[src/rtl/scene_sequencer_if.sv]
// scene_sequencer_if: control/status bundle between the VGA timing/UI logic and the scene sequencer
interface scene_sequencer_if;
    logic       frame_start;
    logic       step_btn;
    logic       auto_en;
    logic [3:0] dwell;
    logic [1:0] scene_id;
    logic       twinkle_en;
    logic       horizon_en;
    logic       invert_en;
    logic [2:0] glow_level;
    logic       step_ack;

    modport master (
        output frame_start, step_btn, auto_en, dwell,
        input  scene_id, twinkle_en, horizon_en, invert_en, glow_level, step_ack
    );

    modport slave (
        input  frame_start, step_btn, auto_en, dwell,
        output scene_id, twinkle_en, horizon_en, invert_en, glow_level, step_ack
    );
endinterface

[src/rtl/scene_sequencer.sv]
// scene_sequencer: debounced/auto scene stepping on frame boundaries; SCENE_GLOW_RAMP_EN selects ramped glow
module scene_sequencer #(
    parameter int DB_CYCLES = 16
) (
    input logic              clk,
    input logic              rst_n,
    scene_sequencer_if.slave seq_if
);
    localparam logic [1:0] SPACE   = 2'd0;
    localparam logic [1:0] TWINKLE = 2'd1;
    localparam logic [1:0] DAWN    = 2'd2;
    localparam logic [1:0] NEBULA  = 2'd3;

    logic        sync1_q, sync2_q;
    logic        db_q, db_d;
    logic [15:0] db_cnt_q, db_cnt_d;
    logic        db_accept;
    logic        step_ack_q, step_ack_d;
    logic        pending_q, pending_d;
    logic [5:0]  fc_q, fc_d;
    logic [1:0]  scene_q, scene_d;
    logic        twinkle_q, twinkle_d;
    logic        horizon_q, horizon_d;
    logic        invert_q, invert_d;
    logic [2:0]  glow_q, glow_d;
    logic        expiry, advance;

    // Two-flop synchronizer for the raw pushbutton
    always_ff @(posedge clk or negedge rst_n) begin
        if (!rst_n) begin
            sync1_q <= 1'b0;
            sync2_q <= 1'b0;
        end else begin
            sync1_q <= seq_if.step_btn;
            sync2_q <= sync1_q;
        end
    end

    // Debounce: a new level is taken once DB_CYCLES samples in a row differ from the current one
    always_comb begin
        db_accept  = (sync2_q != db_q) && (db_cnt_q == 16'(DB_CYCLES - 1));
        db_cnt_d   = (sync2_q == db_q || db_accept) ? 16'd0 : db_cnt_q + 16'd1;
        db_d       = db_accept ? sync2_q : db_q;
        step_ack_d = db_accept & sync2_q;
    end

    // Scene advance only on frame_start; an ack arriving with frame_start lands in pending after the clear
    always_comb begin
        expiry    = seq_if.auto_en && (fc_q == {seq_if.dwell, 2'b11});
        advance   = seq_if.frame_start && (pending_q || expiry);
        pending_d = step_ack_q || (pending_q && !advance);
        fc_d      = (!seq_if.auto_en || advance) ? 6'd0 : seq_if.frame_start ? fc_q + 6'd1 : fc_q;
        scene_d   = advance ? scene_q + 2'd1 : scene_q;
        twinkle_d = scene_d != SPACE;
        horizon_d = scene_d == DAWN || scene_d == NEBULA;
        invert_d  = scene_d == NEBULA;
`ifdef SCENE_GLOW_RAMP_EN
        glow_d    = !seq_if.frame_start ? glow_q :
                    (advance && scene_d != NEBULA) ? 3'd0 :
                    (scene_q != DAWN && scene_q != NEBULA) ? 3'd0 :
                    (glow_q == 3'd7) ? 3'd7 : glow_q + 3'd1;
`else
        glow_d    = horizon_d ? 3'd7 : 3'd0;
`endif
    end

    // Debouncer and step pulse registers
    always_ff @(posedge clk or negedge rst_n) begin
        if (!rst_n) begin
            db_q       <= 1'b0;
            db_cnt_q   <= 16'd0;
            step_ack_q <= 1'b0;
        end else begin
            db_q       <= db_d;
            db_cnt_q   <= db_cnt_d;
            step_ack_q <= step_ack_d;
        end
    end

    // Scene state, dwell counter and registered scene outputs
    always_ff @(posedge clk or negedge rst_n) begin
        if (!rst_n) begin
            pending_q <= 1'b0;
            fc_q      <= 6'd0;
            scene_q   <= SPACE;
            twinkle_q <= 1'b0;
            horizon_q <= 1'b0;
            invert_q  <= 1'b0;
            glow_q    <= 3'd0;
        end else begin
            pending_q <= pending_d;
            fc_q      <= fc_d;
            scene_q   <= scene_d;
            twinkle_q <= twinkle_d;
            horizon_q <= horizon_d;
            invert_q  <= invert_d;
            glow_q    <= glow_d;
        end
    end

    assign seq_if.scene_id   = scene_q;
    assign seq_if.twinkle_en = twinkle_q;
    assign seq_if.horizon_en = horizon_q;
    assign seq_if.invert_en  = invert_q;
    assign seq_if.glow_level = glow_q;
    assign seq_if.step_ack   = step_ack_q;
endmodule

[src/flat_wrapper.sv]
// flat-port wrapper written by rule: the top's interface ports become plain ports
module scene_sequencer_flat 
#(
    parameter int DB_CYCLES = 16
)
  (clk, rst_n, seq_if_frame_start, seq_if_step_btn, seq_if_auto_en, seq_if_dwell, seq_if_scene_id, seq_if_twinkle_en, seq_if_horizon_en, seq_if_invert_en, seq_if_glow_level, seq_if_step_ack);
  scene_sequencer_if seq_if_i ();
  input logic clk;
  input logic rst_n;
  input wire logic [$bits(seq_if_i.frame_start)-1:0] seq_if_frame_start;
  input wire logic [$bits(seq_if_i.step_btn)-1:0] seq_if_step_btn;
  input wire logic [$bits(seq_if_i.auto_en)-1:0] seq_if_auto_en;
  input wire logic [$bits(seq_if_i.dwell)-1:0] seq_if_dwell;
  output wire logic [$bits(seq_if_i.scene_id)-1:0] seq_if_scene_id;
  output wire logic [$bits(seq_if_i.twinkle_en)-1:0] seq_if_twinkle_en;
  output wire logic [$bits(seq_if_i.horizon_en)-1:0] seq_if_horizon_en;
  output wire logic [$bits(seq_if_i.invert_en)-1:0] seq_if_invert_en;
  output wire logic [$bits(seq_if_i.glow_level)-1:0] seq_if_glow_level;
  output wire logic [$bits(seq_if_i.step_ack)-1:0] seq_if_step_ack;
  assign seq_if_i.frame_start = seq_if_frame_start;
  assign seq_if_i.step_btn = seq_if_step_btn;
  assign seq_if_i.auto_en = seq_if_auto_en;
  assign seq_if_i.dwell = seq_if_dwell;
  assign seq_if_scene_id = seq_if_i.scene_id;
  assign seq_if_twinkle_en = seq_if_i.twinkle_en;
  assign seq_if_horizon_en = seq_if_i.horizon_en;
  assign seq_if_invert_en = seq_if_i.invert_en;
  assign seq_if_glow_level = seq_if_i.glow_level;
  assign seq_if_step_ack = seq_if_i.step_ack;
  scene_sequencer #(.DB_CYCLES(DB_CYCLES)) u_core (.clk(clk), .rst_n(rst_n), .seq_if(seq_if_i));
endmodule
[config.mk]
export PLATFORM = sky130hd
export DESIGN_NAME = scene_sequencer_flat
export DESIGN_NICKNAME = d
export VERILOG_FILES = /design/src/rtl/scene_sequencer_if.sv /design/src/rtl/scene_sequencer.sv /design/src/flat_wrapper.sv
export SDC_FILE = /design/constraint.sdc
export NUM_CORES = 1
export LEC_CHECK = 0
export CAP_MARGIN = 10
export CELL_PAD_IN_SITES_DETAIL_PLACEMENT = 0
export CELL_PAD_IN_SITES_GLOBAL_PLACEMENT = 2
export CORE_MARGIN = 1
export CORE_UTILIZATION = 38
export CTS_CLUSTER_SIZE = 25
export DETAILED_ROUTE_END_ITERATION = 10
export PLACE_DENSITY_LB_ADDON = 0.1
export SYNTH_ARGS = -nofsm -noshare
export SYNTH_HDL_FRONTEND = slang
export SYNTH_SLANG_ARGS = --single-unit
[constraint.sdc]
create_clock -name clk -period 3.7 [get_ports clk]
set_input_delay 1.11 -clock clk [delete_from_list [all_inputs] [get_ports clk]]
set_output_delay 1.11 -clock clk [all_outputs]
set_load 0.05 [all_outputs]
==> metrics.yaml, run 1 <==
synth_top_area_share: 0.500
worst_path_max_delay_cell: "clkdlybuf4s50_1"
hold_buffers: 0
async_reset_ff_frac: 1.00
synth_top_flop_cell: "dfrtp_1"
grt_max_degree: 33
critical-path-top-delay-family: "buffers and inverters"
maxSlewViolCount: 0
htreeDepth: 2
antenna_found_initial: 0
numCtsBuffers: 5
grt_first_pass_wirelength_um: 5240
synth_area_per_cell_um2: 10.5
worstMarginPinSlew_ps: 497
synthTopCellsByArea: "dfrtp_1, xnor2_1, xor2_1"
dr_total_vias: 1148
grt_usage: 0.160
io_pins: 18
min_path_type: "flop to flop"
startpoint_type: "flop"
status: "finished clean"
cts_tree: "built"
grt_pass1_vias: 1186
setup_violations: 0
die_w_um: 66.9
fin_tns_setup_ps: 0
required_ps: 2590
first_pass_iters: 4
cp_max_fo: 8
ant_nets: 0
max_cap_viol_count: 0
seq_area_frac_synth: 0.500
fp.dieH_um: 66.9
fmax_ghz: 0.370
syn2layout_area_growth_pct: 21.2
dpl.hpwl_um: 2000
syn_nets: 163
synth-edff-count: 0
cts_buffer_depth: 2
powerDensity_nw_per_um2: 394
power_uw: 764
root_buffer: "clkbuf_8"
port_buffers: 17
post_cts_resized: 0
overflow: 0
path_buf_inv: 1
yosysTopAreaCell: "dfrtp_1"
cts_sinks: 32
grt_setup_unrepaired: "no"
ys_top_cells_by_count: "dfrtp_1, nor2_1, nand2_1"
drt_iter0_markers: 109
vdd_ir_drop_max_v: 0.000221
dieArea_um2: 4480
ys_seq_elements: 32
synthCells: 152
insertion_delay_ps: 280
drive_above_1_share: 0.103
path_class: "flop to primary output"
fp-row-count: 23
cpPeakStageDelay_ps: 840
finClkSkew_ps: 7.44
fin_nets: 184
p_leak_uw: 0.000804
yosys_warnings: 0
synth_area_um2: 1600
place.gp.congestion: 0.732
ys_types: 35
initial_utilization: 0.398
wl_per_cell_um: 13.3
crit_chain: "clkdlybuf4s50_1"
drc: 0
viasPerCell: 5.13
yosys.cell_count.top_type: "dfrtp_1"
fp.coreArea_um2: 4030
n_antenna_cell: 0
period_minus_slack_ps: 2700
slew_headroom: 0.668
cts_setup_buffers: 0
min_period_over_period: 0.731
utilization: 0.482
path_clk_slew_ps: 70
worstPathArrival_ps: 1590
endpoint_kind: "primary output"
routed_wl_um: 2970
post-place-ws_ps: 901
final_hold_viol_count: 0
setup_slack_ps: 995
logic make-up after synthesis:
family	count (synthesis)	synth area share
buffers and inverters	9	0.0289
AOI/OAI and AO/OA	11	0.0633
muxes	5	0.0328
adders and majority gates	2	0.0156
xor gates and xnor gates	22	0.120
and+or+nand+nor	71	0.239
DFF	32	0.500
final timing paths:
kind / start / slack, ps / cells past startpoint / to
worst min-delay path: u_core.sync1_q / 360 / 0 / u_core.sync2_q
worst max register to register: u_core.db_cnt_q[0] / 1980 / 5 / u_core.db_cnt_q[3]
worst min register to register: u_core.sync1_q / 360 / 0 / u_core.sync2_q
worst max-delay path: u_core.seq_if.scene_id[0] / 1000 / 1 / seq_if_scene_id[0]
max in group asynchronous: rst_n / 2170 / 2 / u_core.db_cnt_q[14]
min in group asynchronous: rst_n / 1230 / 2 / u_core.seq_if.twinkle_en
power breakdown:
group | leakage, uW | switching [uW] | internal, uW | total [uW]
Sequential | 0.000412 | 5.19 | 356 | 361
Clock | 0.0000645 | 125 | 238 | 362
Combinational | 0.000327 | 23.0 | 18.1 | 41.1
Total | 0.000804 | 153 | 611 | 764
cell usage in the layout (no fill, tap or decap), drive strengths merged, types with 2 or more instances in the layout:
| cell | synthesis | final |
|---|---|---|
| dfrtp | 32 | 32 |
| nor3b | 4 | 4 |
| nand2 | 12 | 12 |
| clkbuf | 0 | 7 |
| clkdlybuf4s50 | 0 | 17 |
| xor2 | 11 | 11 |
| ha | 2 | 2 |
| nand4 | 9 | 9 |
| nor3 | 4 | 4 |
| nor2 | 20 | 20 |
| mux2i | 3 | 3 |
| inv | 5 | 5 |
| and3 | 3 | 3 |
| nor2b | 3 | 3 |
| o21ai | 3 | 3 |
| nor4 | 10 | 10 |
| mux2 | 2 | 2 |
| xnor2 | 11 | 11 |
metrics by stage:
step	instances	hold slack [ps]	area, um2
2_1_floorplan	152	331	1600
3_3_place_gp	216	334	1810
3_5_place_dp	216	347	1810
4_1_cts	224	371	1940
5_1_grt	224	372	1940
6_report	224	365	1940
cell type report:
class,count,area [um2]
Multi-Input combinational cell,111,754
Sequential cell,32,801
Fill cell,374,2090
Clock buffer,7,96.3
Tap cell,50,62.6
Clock inverter,1,30.0
Timing Repair Buffer,18,178
Inverter,5,18.8
state kept, by name, summed over array words and instances (netlist names):
signal                    flops
u_core.db_cnt_q              16
u_core.db_q                   1
u_core.fc_q                   6
u_core.pending_q              1
u_core.seq_if.glow_level      1
u_core.seq_if.invert_en       1
u_core.seq_if.scene_id        2
u_core.seq_if.step_ack        1
u_core.seq_if.twinkle_en      1
u_core.sync1_q                1
u_core.sync2_q                1
metal layers:
metal	global-route usage	routed length, um
met1	0.176	1340
met2	0.283	1510
met3	0.0514	95
met4	0.0612	29
met5	0	0
(Power assumes the default switching activity.)
==> inputs of run 2 (changes only) <==
--- a/config.mk
+++ b/config.mk
@@ -9,7 +9,7 @@
 export CELL_PAD_IN_SITES_DETAIL_PLACEMENT = 0
 export CELL_PAD_IN_SITES_GLOBAL_PLACEMENT = 2
 export CORE_MARGIN = 1
-export CORE_UTILIZATION = 38
+export CORE_UTILIZATION = 32
 export CTS_CLUSTER_SIZE = 25
 export DETAILED_ROUTE_END_ITERATION = 10
 export PLACE_DENSITY_LB_ADDON = 0.1
==> constraint.sdc (replaced) <==
create_clock -name clk -period 2.15 [get_ports clk]
set_input_delay 0.645 -clock clk [delete_from_list [all_inputs] [get_ports clk]]
set_output_delay 0.645 -clock clk [all_outputs]
set_load 0.05 [all_outputs]
==> metrics.yaml, run 2 (same netlist as run 1, synthesis figures left out) <==
status: "finished clean"
post-place-ws_ps: -94.2  # -995 ps
cp_max_fo: 1  # -7
htreeDepth: 2  # unchanged
dp_cells: 240  # +11%
slew_headroom: 0.652  # -0.0158
ant_nets: 0  # unchanged
root_buffer: "clkbuf_8"
cts_tree: "built"
grt_pass1_vias: 1152  # -2.9%
utilization: 0.420  # -0.0617
place.gp.congestion: 0.713  # -2.7%
fin_nets: 191  # +3.8%
crit_start: "u_core.seq_if.invert_en"
period_minus_slack_ps: 2040
powerDensity_nw_per_um2: 668  # +70%
vdd_ir_drop_max_v: 0.000312  # +42%
initial_utilization: 0.337  # -0.0607
io_pins: 18  # unchanged
p_leak_uw: 0.000837  # +4.1%
grt_setup_unrepaired: "no"
final_common_cell: "dfrtp_1"
viasPerCell: 4.71  # -8.2%
path_buf_inv: 1  # unchanged
setup_violations: 0  # unchanged
setup_slack_ps: 113  # -882 ps
n_antenna_cell: 0  # unchanged
path_clk_slew_ps: 70  # about the same
fp-row-count: 25  # +8.7%
dpl.hpwl_um: 2270  # +13%
dr_total_vias: 1167  # +1.7%
maxSlewViolCount: 0  # unchanged
largest_reg_flops: 16  # unchanged
overflow: 0  # unchanged
hold_buffers: 0  # unchanged
worstPathArrival_ps: 1390  # -200 ps
finClkSkew_ps: 7.08  # -0.362 ps
top_layer: "met4"
mostFrequentLayoutCells: "dfrtp_1, nor2_1, buf_4, nand2_1"
post_cts_resized: 0  # unchanged
syn2layout_area_growth_pct: 24.7
startpoint_type: "flop"
drive_above_1_share: 0.177  # +0.0733
drt-met1-wl_um: 1500  # +13%
first_pass_iters: 4  # unchanged
power_uw: 1330  # +75%
min_from: "u_core.sync1_q"
port_buffers: 17  # unchanged
dieArea_um2: 5290  # +18%
cts_buffer_depth: 2  # unchanged
min_period_over_period: 0.947
grt_first_pass_wirelength_um: 5460  # +4.3%
grt_max_degree: 33  # unchanged
numCtsBuffers: 5  # unchanged
antenna_found_initial: 0  # unchanged
drc: 0  # unchanged
fp.dieH_um: 72.7  # +8.7%
final_cells: 248  # +11%
regMostFlops: "u_core.db_cnt_q"
fin_tns_setup_ps: 0  # unchanged
critical-path-top-delay-family: "buffers and inverters"
endpoint_kind: "primary output"
ff_latch_area_um2: 801  # unchanged
min_path_type: "flop to flop"
required_ps: 1500  # -1090 ps
cpPeakStageDelay_ps: 790  # -50 ps
wl_met2_um: 1660  # +9.7%
grt_usage: 0.137  # -0.0229
worstReg2RegStart: "u_core.db_cnt_q[10]"
crit_chain: "clkdlybuf4s50_1"
fp.coreArea_um2: 4750  # +18%
max_cap_viol_count: 0  # unchanged
routed_wl_um: 3300  # +11%
path_class: "flop to primary output"
drt_iter0_markers: 48  # -56%
fillerInstances: 488  # +30%
fmax_ghz: 0.491
dr_wl_met3_um: 98  # +3.2%
worstMarginPinSlew_ps: 521  # +23.7 ps
cts_sinks: 32  # unchanged
wl_per_cell_um: 13.3  # +0.31%
multi_input_area_um2: 754  # unchanged
worst_path_max_delay_cell: "clkdlybuf4s50_1"
die_w_um: 72.7  # +8.7%
final_hold_viol_count: 0  # unchanged
cts_setup_buffers: 0  # unchanged
insertion_delay_ps: 280  # about the same
[run 2: worst paths after layout]
path                                             to  slack, ps  cells after the start
worst min register to register       u_core.sync2_q        350                      0
worst min-delay path                 u_core.sync2_q        350                      0
min in group asynchronous            u_core.fc_q[5]        770                      2
worst max-delay path               seq_if_invert_en        110                      1
max in group asynchronous        u_core.db_cnt_q[5]       1070                      2
worst max register to register  u_core.db_cnt_q[13]        390                      4
[run 2: power by group]
group          switching (uW)  total, uW  internal, uW
Clock                     226        635           409
Sequential               8.66        620           612
Combinational            41.9       79.1          37.2
[run 2: routing by layer]
metal	track usage	vias up
met5	0	-
met4	0.0588	0
met3	0.0331	5
met2	0.236	16
met1	0.163	556
li1	-	590
[run 2: final cells by class]
class | count | share of cell area
flip-flops and latches | 32 | 0.401
inverters | 5 | 0.00940
multi-input cells | 111 | 0.378
repair buffers | 25 | 0.107
clock buffers | 7 | 0.0482
well taps | 67 | 0.0420
clock inverters | 1 | 0.0150
[run 2: per-stage QoR]
step	hold WS [ps]	area, um2
6_report	352	2000
2_1_floorplan	331	1600
3_5_place_dp	338	1870
3_3_place_gp	332	1870
4_1_cts	354	2000
5_1_grt	375	2000
